[src/rtl/rot_arb_pkg.sv]
// Shared constants and helpers for the rotate arbiter.
// The optional build macro ROT_ARB_FIXED_PRIO_EN is consumed by rot_arb_pick and rot_arbiter.
package rot_arb_pkg;

  localparam int DATA_W  = 8;
  localparam int SHAMT_W = 3;

  typedef enum logic {EMPTY = 1'b0, FULL = 1'b1} ost_e;

  // Round-robin pointer wrap: the slot after the winner.
  function automatic int rr_next(input int ptr, input int num_req);
    return (ptr + 1 >= num_req) ? 0 : ptr + 1;
  endfunction

  function automatic int slice_lo(input int idx, input int w);
    return idx * w;
  endfunction

endpackage

[src/rtl/barrel_shifter.sv]
// 8-bit combinational rotate-right: result[i] = data[(i+shamt) mod 8].
module barrel_shifter (
  input  logic [7:0] data,
  input  logic [2:0] shamt,
  output logic [7:0] result
);

  always_comb begin
    result = data;
    if (shamt[0]) result = {result[0],   result[7:1]};
    if (shamt[1]) result = {result[1:0], result[7:2]};
    if (shamt[2]) result = {result[3:0], result[7:4]};
  end

endmodule

[src/rtl/rot_arb_pick.sv]
// Grant selection: round-robin from ptr by default, or lowest-index fixed
// priority when ROT_ARB_FIXED_PRIO_EN is defined (no ptr port in that build).
module rot_arb_pick #(
  parameter int NUM_REQ = 4,
  parameter int ID_W    = 2
) (
  input  logic [NUM_REQ-1:0] req,
`ifndef ROT_ARB_FIXED_PRIO_EN
  input  logic [ID_W-1:0]    ptr,
`endif
  output logic [NUM_REQ-1:0] gnt,
  output logic [ID_W-1:0]    winner
);

`ifdef ROT_ARB_FIXED_PRIO_EN
  // Descending scan so the lowest valid index is the last one written.
  always_comb begin
    gnt    = '0;
    winner = '0;
    for (int r = NUM_REQ - 1; r >= 0; r--) begin
      if (req[r]) begin
        gnt    = '0;
        gnt[r] = 1'b1;
        winner = ID_W'(r);
      end
    end
  end
`else
  int best;

  // Smallest distance from ptr (modulo NUM_REQ) among valid requesters wins.
  always_comb begin
    gnt    = '0;
    winner = '0;
    best   = NUM_REQ;
    for (int r = 0; r < NUM_REQ; r++) begin
      if (req[r] && ((r + NUM_REQ - int'(ptr)) % NUM_REQ) < best) begin
        best   = (r + NUM_REQ - int'(ptr)) % NUM_REQ;
        gnt    = '0;
        gnt[r] = 1'b1;
        winner = ID_W'(r);
      end
    end
  end
`endif

endmodule

[src/rtl/rot_arbiter.sv]
// Shares one barrel_shifter among NUM_REQ requesters behind a one-entry output stage.
// Define ROT_ARB_FIXED_PRIO_EN for fixed lowest-index priority instead of round-robin.
module rot_arbiter
  import rot_arb_pkg::*;
#(
  parameter int NUM_REQ = 4,
  parameter int ID_W    = 2
) (
  input  logic                        i_clk,
  input  logic                        i_rst,
  input  logic [NUM_REQ-1:0]          i_req_valid,
  output logic [NUM_REQ-1:0]          o_req_ready,
  input  logic [NUM_REQ*DATA_W-1:0]   i_req_data,
  input  logic [NUM_REQ*SHAMT_W-1:0]  i_req_shamt,
  output logic                        o_valid,
  input  logic                        i_ready,
  output logic [DATA_W-1:0]           o_data,
  output logic [ID_W-1:0]             o_id
);

  if (NUM_REQ < 2 || NUM_REQ > 8) begin : g_bad_num_req
    $error("rot_arbiter: NUM_REQ must be 2..8");
  end
  if (ID_W != $clog2(NUM_REQ)) begin : g_bad_id_w
    $error("rot_arbiter: ID_W must equal $clog2(NUM_REQ)");
  end

  ost_e                st_q, st_d;
  logic [DATA_W-1:0]   data_q, data_d;
  logic [ID_W-1:0]     id_q, id_d;
  logic [NUM_REQ-1:0]  gnt;
  logic [ID_W-1:0]     winner;
  logic [DATA_W-1:0]   op, rot;
  logic [SHAMT_W-1:0]  sh;
  logic                can_accept, accept;
`ifndef ROT_ARB_FIXED_PRIO_EN
  logic [ID_W-1:0]     ptr_q, ptr_d;
`endif

  rot_arb_pick #(.NUM_REQ(NUM_REQ), .ID_W(ID_W)) u_pick (
    .req    (i_req_valid),
`ifndef ROT_ARB_FIXED_PRIO_EN
    .ptr    (ptr_q),
`endif
    .gnt    (gnt),
    .winner (winner)
  );

  always_comb begin
    op = '0;
    sh = '0;
    for (int r = 0; r < NUM_REQ; r++) begin
      if (gnt[r]) begin
        op = i_req_data[slice_lo(r, DATA_W) +: DATA_W];
        sh = i_req_shamt[slice_lo(r, SHAMT_W) +: SHAMT_W];
      end
    end
  end

  barrel_shifter u_bs (
    .data   (op),
    .shamt  (sh),
    .result (rot)
  );

  // Reset suppresses the handshake so a simultaneous accept is never acknowledged.
  always_comb begin
    can_accept  = (st_q == EMPTY) || i_ready;
    o_req_ready = gnt & {NUM_REQ{can_accept & ~i_rst}};
    accept      = |o_req_ready;
    st_d        = st_q;
    data_d      = data_q;
    id_d        = id_q;
`ifndef ROT_ARB_FIXED_PRIO_EN
    ptr_d       = ptr_q;
`endif
    if (accept) begin
      st_d   = FULL;
      data_d = rot;
      id_d   = winner;
`ifndef ROT_ARB_FIXED_PRIO_EN
      ptr_d  = ID_W'(rr_next(int'(winner), NUM_REQ));
`endif
    end else if (st_q == FULL && i_ready) begin
      st_d = EMPTY;
    end
  end

  always_ff @(posedge i_clk) begin
    if (i_rst) begin
      st_q   <= EMPTY;
      data_q <= '0;
      id_q   <= '0;
`ifndef ROT_ARB_FIXED_PRIO_EN
      ptr_q  <= '0;
`endif
    end else begin
      st_q   <= st_d;
      data_q <= data_d;
      id_q   <= id_d;
`ifndef ROT_ARB_FIXED_PRIO_EN
      ptr_q  <= ptr_d;
`endif
    end
  end

  assign o_valid = (st_q == FULL);
  assign o_data  = data_q;
  assign o_id    = id_q;

endmodule

[config.mk]
export PLATFORM = sky130hd
export DESIGN_NAME = rot_arbiter
export DESIGN_NICKNAME = d
export VERILOG_FILES = /design/src/rtl/rot_arb_pkg.sv /design/src/rtl/barrel_shifter.sv /design/src/rtl/rot_arb_pick.sv /design/src/rtl/rot_arbiter.sv
export SDC_FILE = /design/constraint.sdc
export NUM_CORES = 1
export LEC_CHECK = 0
export BUFFER_PORTS_ARGS = -buffer_cell sky130_fd_sc_hd__buf_2
export CAP_MARGIN = 0
export CORE_UTILIZATION = 40
export DETAILED_ROUTE_END_ITERATION = 10
export PLACE_DENSITY = 0.68
export SLEW_MARGIN = 10
export SYNTH_ARGS = -nofsm -noshare
export SYNTH_HDL_FRONTEND = slang
export SYNTH_SLANG_ARGS = --single-unit
[constraint.sdc]
create_clock -name i_clk -period 5.77 [get_ports i_clk]
set_input_delay 1.154 -clock i_clk [delete_from_list [all_inputs] [get_ports i_clk]]
set_output_delay 1.154 -clock i_clk [all_outputs]
set_load 0.01 [all_outputs]
==> results, run 1 <==
- Of the post-synthesis cell area, the dominant cell type holds 0.157.
- The worst setup path is launched from an input port.
- The clock sink count is 13.
- The starting density of the core is 0.415.
- The synthesized design spends more area on one cell type than any other, namely dfxtp_1.
- In this run, post-CTS hold repair placed 0 buffers.
- The share of total power dissipated in sequential elements is 0.234.
- Detailed placement ended at an HPWL of around 4000 um.
- The transition at the pin with the smallest max-transition slack is 759 ps.
- Post-CTS repair changed the size of 0 cells.
- The total routing resource utilization after global routing is 0.230.
- Setup repair after global routing left no endpoint under its margin.
- The met3 routing resource usage after global routing is 0.0240.
- The DRC violation total after the first TritonRoute iteration is around 190.
- The post-synthesis average cell area is about 7.6 um2.
- Of the total power, the share spent switching nets is 0.451.
- The signal on the critical path passes through buf_2 -> mux2i_1 -> a21oi_1 -> ha_1 -> nor3_2 -> o21ai_1 -> nand2_1 -> o21ai_0 -> ha_1 -> nor2b_1 -> o211a_1 -> o21ai_2 -> buf_4 -> nor2_1 -> buf_2.
- Using the TritonRoute via totals, the vias-per-cell ratio works out to around 6.
- The final-report max-slew violation count is 0.
- The proportion of synthesized chip area in sequential cells is 0.157.
- The maximum vdd drop is ~110 uV.
- When the netlist entered floorplanning its net count stood at around 270.
- The maximum clock insertion buffer count is 2.
- The commonest cells after synthesis are nand2_1, nor2_1, a21oi_1.
- The number of buffers added by the clock tree synthesis step is 3.
- In the global route stage, met1 resource usage came out at 0.317.
- The worst setup path is captured at an output pin.
- Post-CTS timing repair inserted 0 buffers for setup.
- The net switching power of the design is ~0.00024 W.
- By area the synthesized netlist is led by dfxtp_1, o211ai_1, nand2_1.
- The synthesized design contains 0 enable-type register cells.
- The setup-violating endpoint count in the final report is 0.
- The flow ran to the end, and the final reports show no timing, DRC or antenna violations.
- The flip-flop and latch count after synthesis is 13.
- The mapped netlist covers approximately 1700 um2.
- The number of warnings printed during yosys synthesis is 0.
- The post-synthesis to final-layout area growth is 20.6%.
- The share of total power dissipated in the clock network is 0.156.
- At the placement stage, the worst setup path has a slack of ~800 ps.
- Summed over all failing endpoints, the final setup total negative slack is 0 ps.
- The maximum number of pins on one net before global-route repair is 22.
- The met2 demand-to-capacity share in global routing is 0.381.
- STA puts the critical path data arrival time at slightly below 4000 ps.
- The total area inside the core boundary comes to between 4000 and 5000 um2.
- The count of input and output buffers is between 60 and 70.
- The remaining global-route overflow is 0.
- The repair_antennas step left the layout with diodes totalling 0.
- After detailed routing, the average wire length per cell comes to around 15 um.
- The power per cell area is around 270 nW/um2.
- The largest fanout on the critical path is 21.
- After the last flow step, the layout net total stands at ~330.
- The worst setup margin is roughly 750 ps.
- The placement-stage cell area is between 1500 and 2000 um2.
- The most frequently used cell type in the post-synthesis netlist is nand2_1.
- The sum of routed wire length over all layers is around 4900 um.
- The first global-routing pass estimated ~7900 um of wire.
- The portion of total power attributed to combinational logic is 0.610.
- The number of global-route vias before repair was 1768.
- After detailed routing, the number of remaining DRC violations is 0.
- In the synthesized netlist, the number of instances is 219.
- The CTS H-tree depth is 1.
- The clock reaches the later pin of the worst-skew pair after 250 ps.
- The final number of hold-violating endpoints is 0.
- The internal power is about 0.0003 W.
- The area enclosed by the die boundary is around 4400 um2.
- In this run the vertical extent of the chip is 66.5 um.
- For this design, the slowest cell found on the critical path is buf_2.
- The final worst clock skew is 5.02 ps.
- Static timing analysis puts the maximum clock frequency at about 200 MHz.
- The flip-flop cell with the highest count after synthesis is dfxtp_1.
- Routability-driven placement finished with a final weighted congestion of between 0.9 and 1.
- The largest single stage delay on the critical path is 310 ps.
- The first detailed-routing pass took 5 iterations.
- The number of distinct library cells after synthesis is 60.
- The post-route minimum period is around 5000 ps.
- Pin placement for this block handled between 60 and 70 I/O pins.
- The CTS tree is built.
- The tool flagged a number of max-cap violations equal to 0.
- The required time at the endpoint of the critical path is around 4600 ps.
- The share of flip-flops with an asynchronous set or reset is 0.
- In the finished design, the share of the clock period the worst path needs comes to 0.870.
- Clock-pin slew was measured on the worst setup and hold paths at around 60 ps.
- The number of cell rows is 23.
- The most crowded layer after global routing is met2.
- The worst setup path is of the input port to output pin kind.
- The die is 66.5 um wide.
- The initial antenna violation count is 0.
- In this run the clock root is driven by a clkbuf_8.
- The remaining max-slew budget at the tightest pin is 0.494.
- The count of nets left with antenna violations once routing finished came out at 0.
- The cell area after layout is approximately 2000 um2.
- The static leakage is 0.879 nW.
- For this block, the via count after detailed routing is 1980.
- In the final layout, the share of cells above drive strength 1 is 0.305.
- The min-delay analysis places its worst path in the category register to register.
- Once layout is complete, the utilization of the core stands at 0.501.
## sequential cells by signal (all words and copies together) (netlist names)
name	count
ptr_q	2
o_data	8
o_valid	1
o_id	2
## power by group through the flow
stage,logic (W),registers (W),clock network (W)
floorplan,0.000234,0.000133,0
global placement,0.000320,0.000127,0
detailed placement,0.000322,0.000127,0
CTS,0.000324,0.000125,0.0000841
global route,0.000359,0.000129,0.0000885
finish,0.000326,0.000125,0.0000832
## critical path, delay by kind of cell
family	cells	cell delay (ps)
fa+ha+maj	2	510
mux	1	230
compound gates	5	680
buf+inv	3	670
simple gates	4	600
## final timing paths
kind	from	endpoint	slack, ps	depth (start not counted)
max	i_req_valid[0]	o_req_ready[3]	750	15
min	o_id[0]$_SDFFE_PP0P_	o_id[0]$_SDFFE_PP0P_	470	2
max reg2reg	ptr_q[0]$_SDFFE_PP0P_	o_data[1]$_SDFFE_PP0P_	1750	16
min reg2reg	o_id[0]$_SDFFE_PP0P_	o_id[0]$_SDFFE_PP0P_	470	2
## routing by layer
| layer | wire length (um) | vias up |
|---|---|---|
| met2 | 2240 | 80 |
| met3 | 354 | 8 |
| met1 | 2260 | 909 |
| met5 | 0 | - |
| met4 | 53 | 0 |
| li1 | - | 983 |
## cells in the final DEF, fill, tap and decap left out, types with 4 or more instances in the layout
cell type   n
a311o_1     4
nor2_1     18
mux2i_1     6
o21ai_0     7
dfxtp_1    13
nand2_1    19
nor2b_1     6
a31oi_1     4
a32oi_1     5
a211oi_1    4
nand2b_1    4
o221ai_1    5
inv_1       6
and3_1      9
buf_2      65
a21oi_1    14
o211ai_1   11
nand3_1    11
## cell families (layout without fill, tap and decap cells)
group           Yosys count  after routing  share of synthesized area
compound gates           94             94                      0.453
xor+xnor                  1              1                    0.00527
fa+ha+maj                 2              2                     0.0151
buf+inv                  22             78                     0.0806
flops                    13             13                      0.157
mux                       7              7                     0.0452
simple gates             80             80                      0.245
## metrics by stage
step / total power [W] / hold slack [ps] / cells
global route: 0.000577 / 519 / 325
CTS: 0.000534 / 483 / 325
finish: 0.000535 / 475 / 325
detailed placement: 0.000449 / 472 / 321
global placement: 0.000447 / 464 / 321
floorplan: 0.000367 / 496 / 219
## final cells by class
type | count | area [um2]
fillers | 409 | 2000
multi-input cells | 184 | 1270
repair buffers | 67 | 340
flip-flops and latches | 13 | 260
well taps | 50 | 62.6
clock buffers | 3 | 41.3
inverters | 7 | 26.3
clock inverters | 1 | 5.00
No activity file was read; power rests on OpenSTA's default activity.
==> run 2: changes to the inputs <==
--- a/config.mk
+++ b/config.mk
@@ -5,11 +5,12 @@
 export SDC_FILE = /design/constraint.sdc
 export NUM_CORES = 1
 export LEC_CHECK = 0
+export ABC_CLOCK_PERIOD_IN_PS = 5770
 export BUFFER_PORTS_ARGS = -buffer_cell sky130_fd_sc_hd__buf_2
 export CAP_MARGIN = 0
-export CORE_UTILIZATION = 40
+export CORE_UTILIZATION = 49
 export DETAILED_ROUTE_END_ITERATION = 10
-export PLACE_DENSITY = 0.68
+export PLACE_DENSITY = 0.81
 export SLEW_MARGIN = 10
 export SYNTH_ARGS = -nofsm -noshare
 export SYNTH_HDL_FRONTEND = slang
==> run 2 against run 1 <==
Against the previous run:
- utilization rose by 13 points
- cell count decreased by 1.8%
- clock-buffer cell count grew 1
- first-iteration DRC count is 5.9% lower
- critical path type unchanged
- critical endpoint unchanged
- largest cell class unchanged
==> results, run 2 (synthesis results as in run 1) <==
- The post-CTS setup repair buffer count is 0.
- The number of flip-flops in the largest register is 8.
- The DRC violation total after the first TritonRoute iteration is between 150 and 200.
- The setup TNS is 0 ps.
- The final cell count without fillers is around 320.
- Across the VDD grid, the largest voltage drop is slightly above 90 uV.
- The detailed-route DRC error count is 0.
- Setup violations remaining at the end of the flow were counted as 0.
- The sum of routed wire length over all layers is 4670 um.
- The placeable core area is between 3000 and 4000 um2.
- For the pin with the worst max-slew slack, the measured transition is around 740 ps.
- The clock sink count is 13.
- In the layout the commonest cells are buf_2, nand2_1, nor2_1.
- Using the TritonRoute via totals, the vias-per-cell ratio works out to between 6 and 7.
- The number of resized instances in the post-cts repair step is 0.
- The wire length of the first global-routing pass is 7470 um.
- The clock-pin transition on the worst setup and hold timing paths is around 80 ps.
- In this run, post-CTS hold repair placed 0 buffers.
- In the global route stage, overall resource usage came out at 0.271.
- Global routing finished with a remaining overflow of 0.
- The post-synthesis to final-layout area growth is 18.9%.
- The final antenna diode count is 0.
- The global-route met1 utilization is 0.375.
- The delay of the slowest cell on the worst path is between 300 and 400 ps.
- The die covers between 3000 and 4000 um2.
- Walking the worst path, the cells encountered are buf_2 -> nor3b_1 -> a21oi_1 -> ha_1 -> nor3_2 -> o21ai_1 -> nand2_1 -> o21ai_0 -> ha_1 -> o32ai_1 -> a31o_2 -> o21ai_2 -> buf_4 -> nor2_1 -> buf_2.
- The number of global-route vias before repair was about 1700.
- The later pin in the worst-skew pair is clocked with a latency of 280 ps.
- The cell type of the slowest stage on the worst timing path is buf_2.
- Setup repair after global routing left no endpoint under its margin.
- The startpoint-to-endpoint class of the critical path is input port to output pin.
- The number of instances in the placed design is between 300 and 400.
- The count of antenna-violating nets left after detailed routing is 0.
- The tool flagged a number of max-cap violations equal to 0.
- The met2 demand-to-capacity share in global routing is 0.427.
- Data on the critical path arrives at its endpoint at ~4000 ps.
- The final route contains approximately 2000 vias.
- The final number of hold-violating endpoints is 0.
- The static leakage is 0.868 nW.
- The longest clock path from root to sink contains 2 buffers.
- The final routed wire length divided by cell count is roughly 15 um.
- Measured on the finished design, the core utilization comes to 0.632.
- In this run the number of H-tree levels came out at 1.
- Clock skew on the completed layout was measured at roughly 5 ps.
- For the worst setup path, the data required time is 4620 ps.
- The met3 routing resource usage after global routing is 0.0433.
- Detailed placement ended at an HPWL of about 3700 um.
- The initial antenna violation count is 0.
- The launching element type of the critical path is an input port.
- In this run the worst path has a maximum fanout of 21.
- The worst setup path is captured at an output pin.
- In this run the clock root is driven by a clkbuf_4.
- The most crowded layer after global routing is met2.
- The number of primary I/O pins is 66.
- The worst hold margin is between 400 and 500 ps.
- Derived from the worst setup path, the maximum achievable clock frequency is slightly below 200 MHz.
- From left edge to right edge, the die measures ~60 um.
- The initial utilization of the core area, before any placement, comes to 0.531.
- The final-report max-slew violation count is 0.
- The layout net count is ~330.
- The placement-stage cell area is ~1900 um2.
- Row generation in the floorplan step produced 20 rows.
- The leading cell type in the layout, fill and taps excluded is buf_2.
- Clock tree synthesis inserted a total of 3 buffers.
- In the finished design, the share of the clock period the worst path needs comes to 0.889.
- TritonCTS built the clock tree.
- In this run the vertical extent of the chip is 60.2 um.
- The path class of the tightest hold or removal check is register to register.
- The remaining max-slew budget at the tightest pin is 0.510.
- The detailed-routing iteration count for the pre-antenna-repair pass is 4.
- The run finished with clean final reports.
- The final weighted congestion in routability-driven placement is between 1 and 1.5.
- Entering global routing, the biggest net connects 22 pins.
- The post-route minimum period is a little over 5000 ps.
- The power per cell area is between 200 and 300 nW/um2.
- In the final layout, the share of cells above drive strength 1 is 0.302.
- Once layout is done, the placed cells without fillers occupy approximately 2000 um2.
- The count of input and output buffers is 65.
-- run 2: stage by stage --
stage          setup slack (ps)  power, W
2_1_floorplan               353  0.000367
4_1_cts                     693  0.000503
5_1_grt                     431  0.000548
6_report                    642  0.000505
3_3_place_gp                787  0.000442
3_5_place_dp                714  0.000445
-- run 2: layer usage --
| metal | up-vias | wire (um) |
|---|---|---|
| li1 | 987 | - |
| met1 | 900 | 2120 |
| met2 | 87 | 2120 |
| met3 | 11 | 351 |
| met4 | 0 | 76 |
| met5 | - | 0 |
-- run 2: worst max-delay path: cells and delay by family --
kind / cells / cell delay, ps
AND/OR/NAND/NOR: 4 / 680
buffers and inverters: 3 / 710
adder cells (fa/ha/maj): 2 / 570
AO/OA/AOI/OAI: 6 / 850
-- run 2: cell type report --
type                       count  area [um2]
timing repair buffer          67         340
inverter                       7        26.3
fill                         298        1150
tap                           44        55.1
sequential                    13         260
clock buffer                   4        26.3
multi-input combinational    184        1270
-- run 2: path summary, 6_finish.rpt --
| kind | to | startpoint | depth (start not counted) | slack (ps) |
|---|---|---|---|---|
| min | o_id[0]$_SDFFE_PP0P_ | o_id[0]$_SDFFE_PP0P_ | 2 | 480 |
| max | o_req_ready[3] | i_req_valid[0] | 15 | 640 |
| min reg2reg | o_id[0]$_SDFFE_PP0P_ | o_id[0]$_SDFFE_PP0P_ | 2 | 480 |
| max reg2reg | o_data[1]$_SDFFE_PP0P_ | ptr_q[0]$_SDFFE_PP0P_ | 16 | 1670 |
-- run 2: report_power, final --
group	internal [W]	total, W	switching, W
clock network	0.0000269	0.0000565	0.0000296
registers	0.000111	0.000124	0.0000122
logic	0.000134	0.000324	0.000190
total	0.000273	0.000505	0.000232
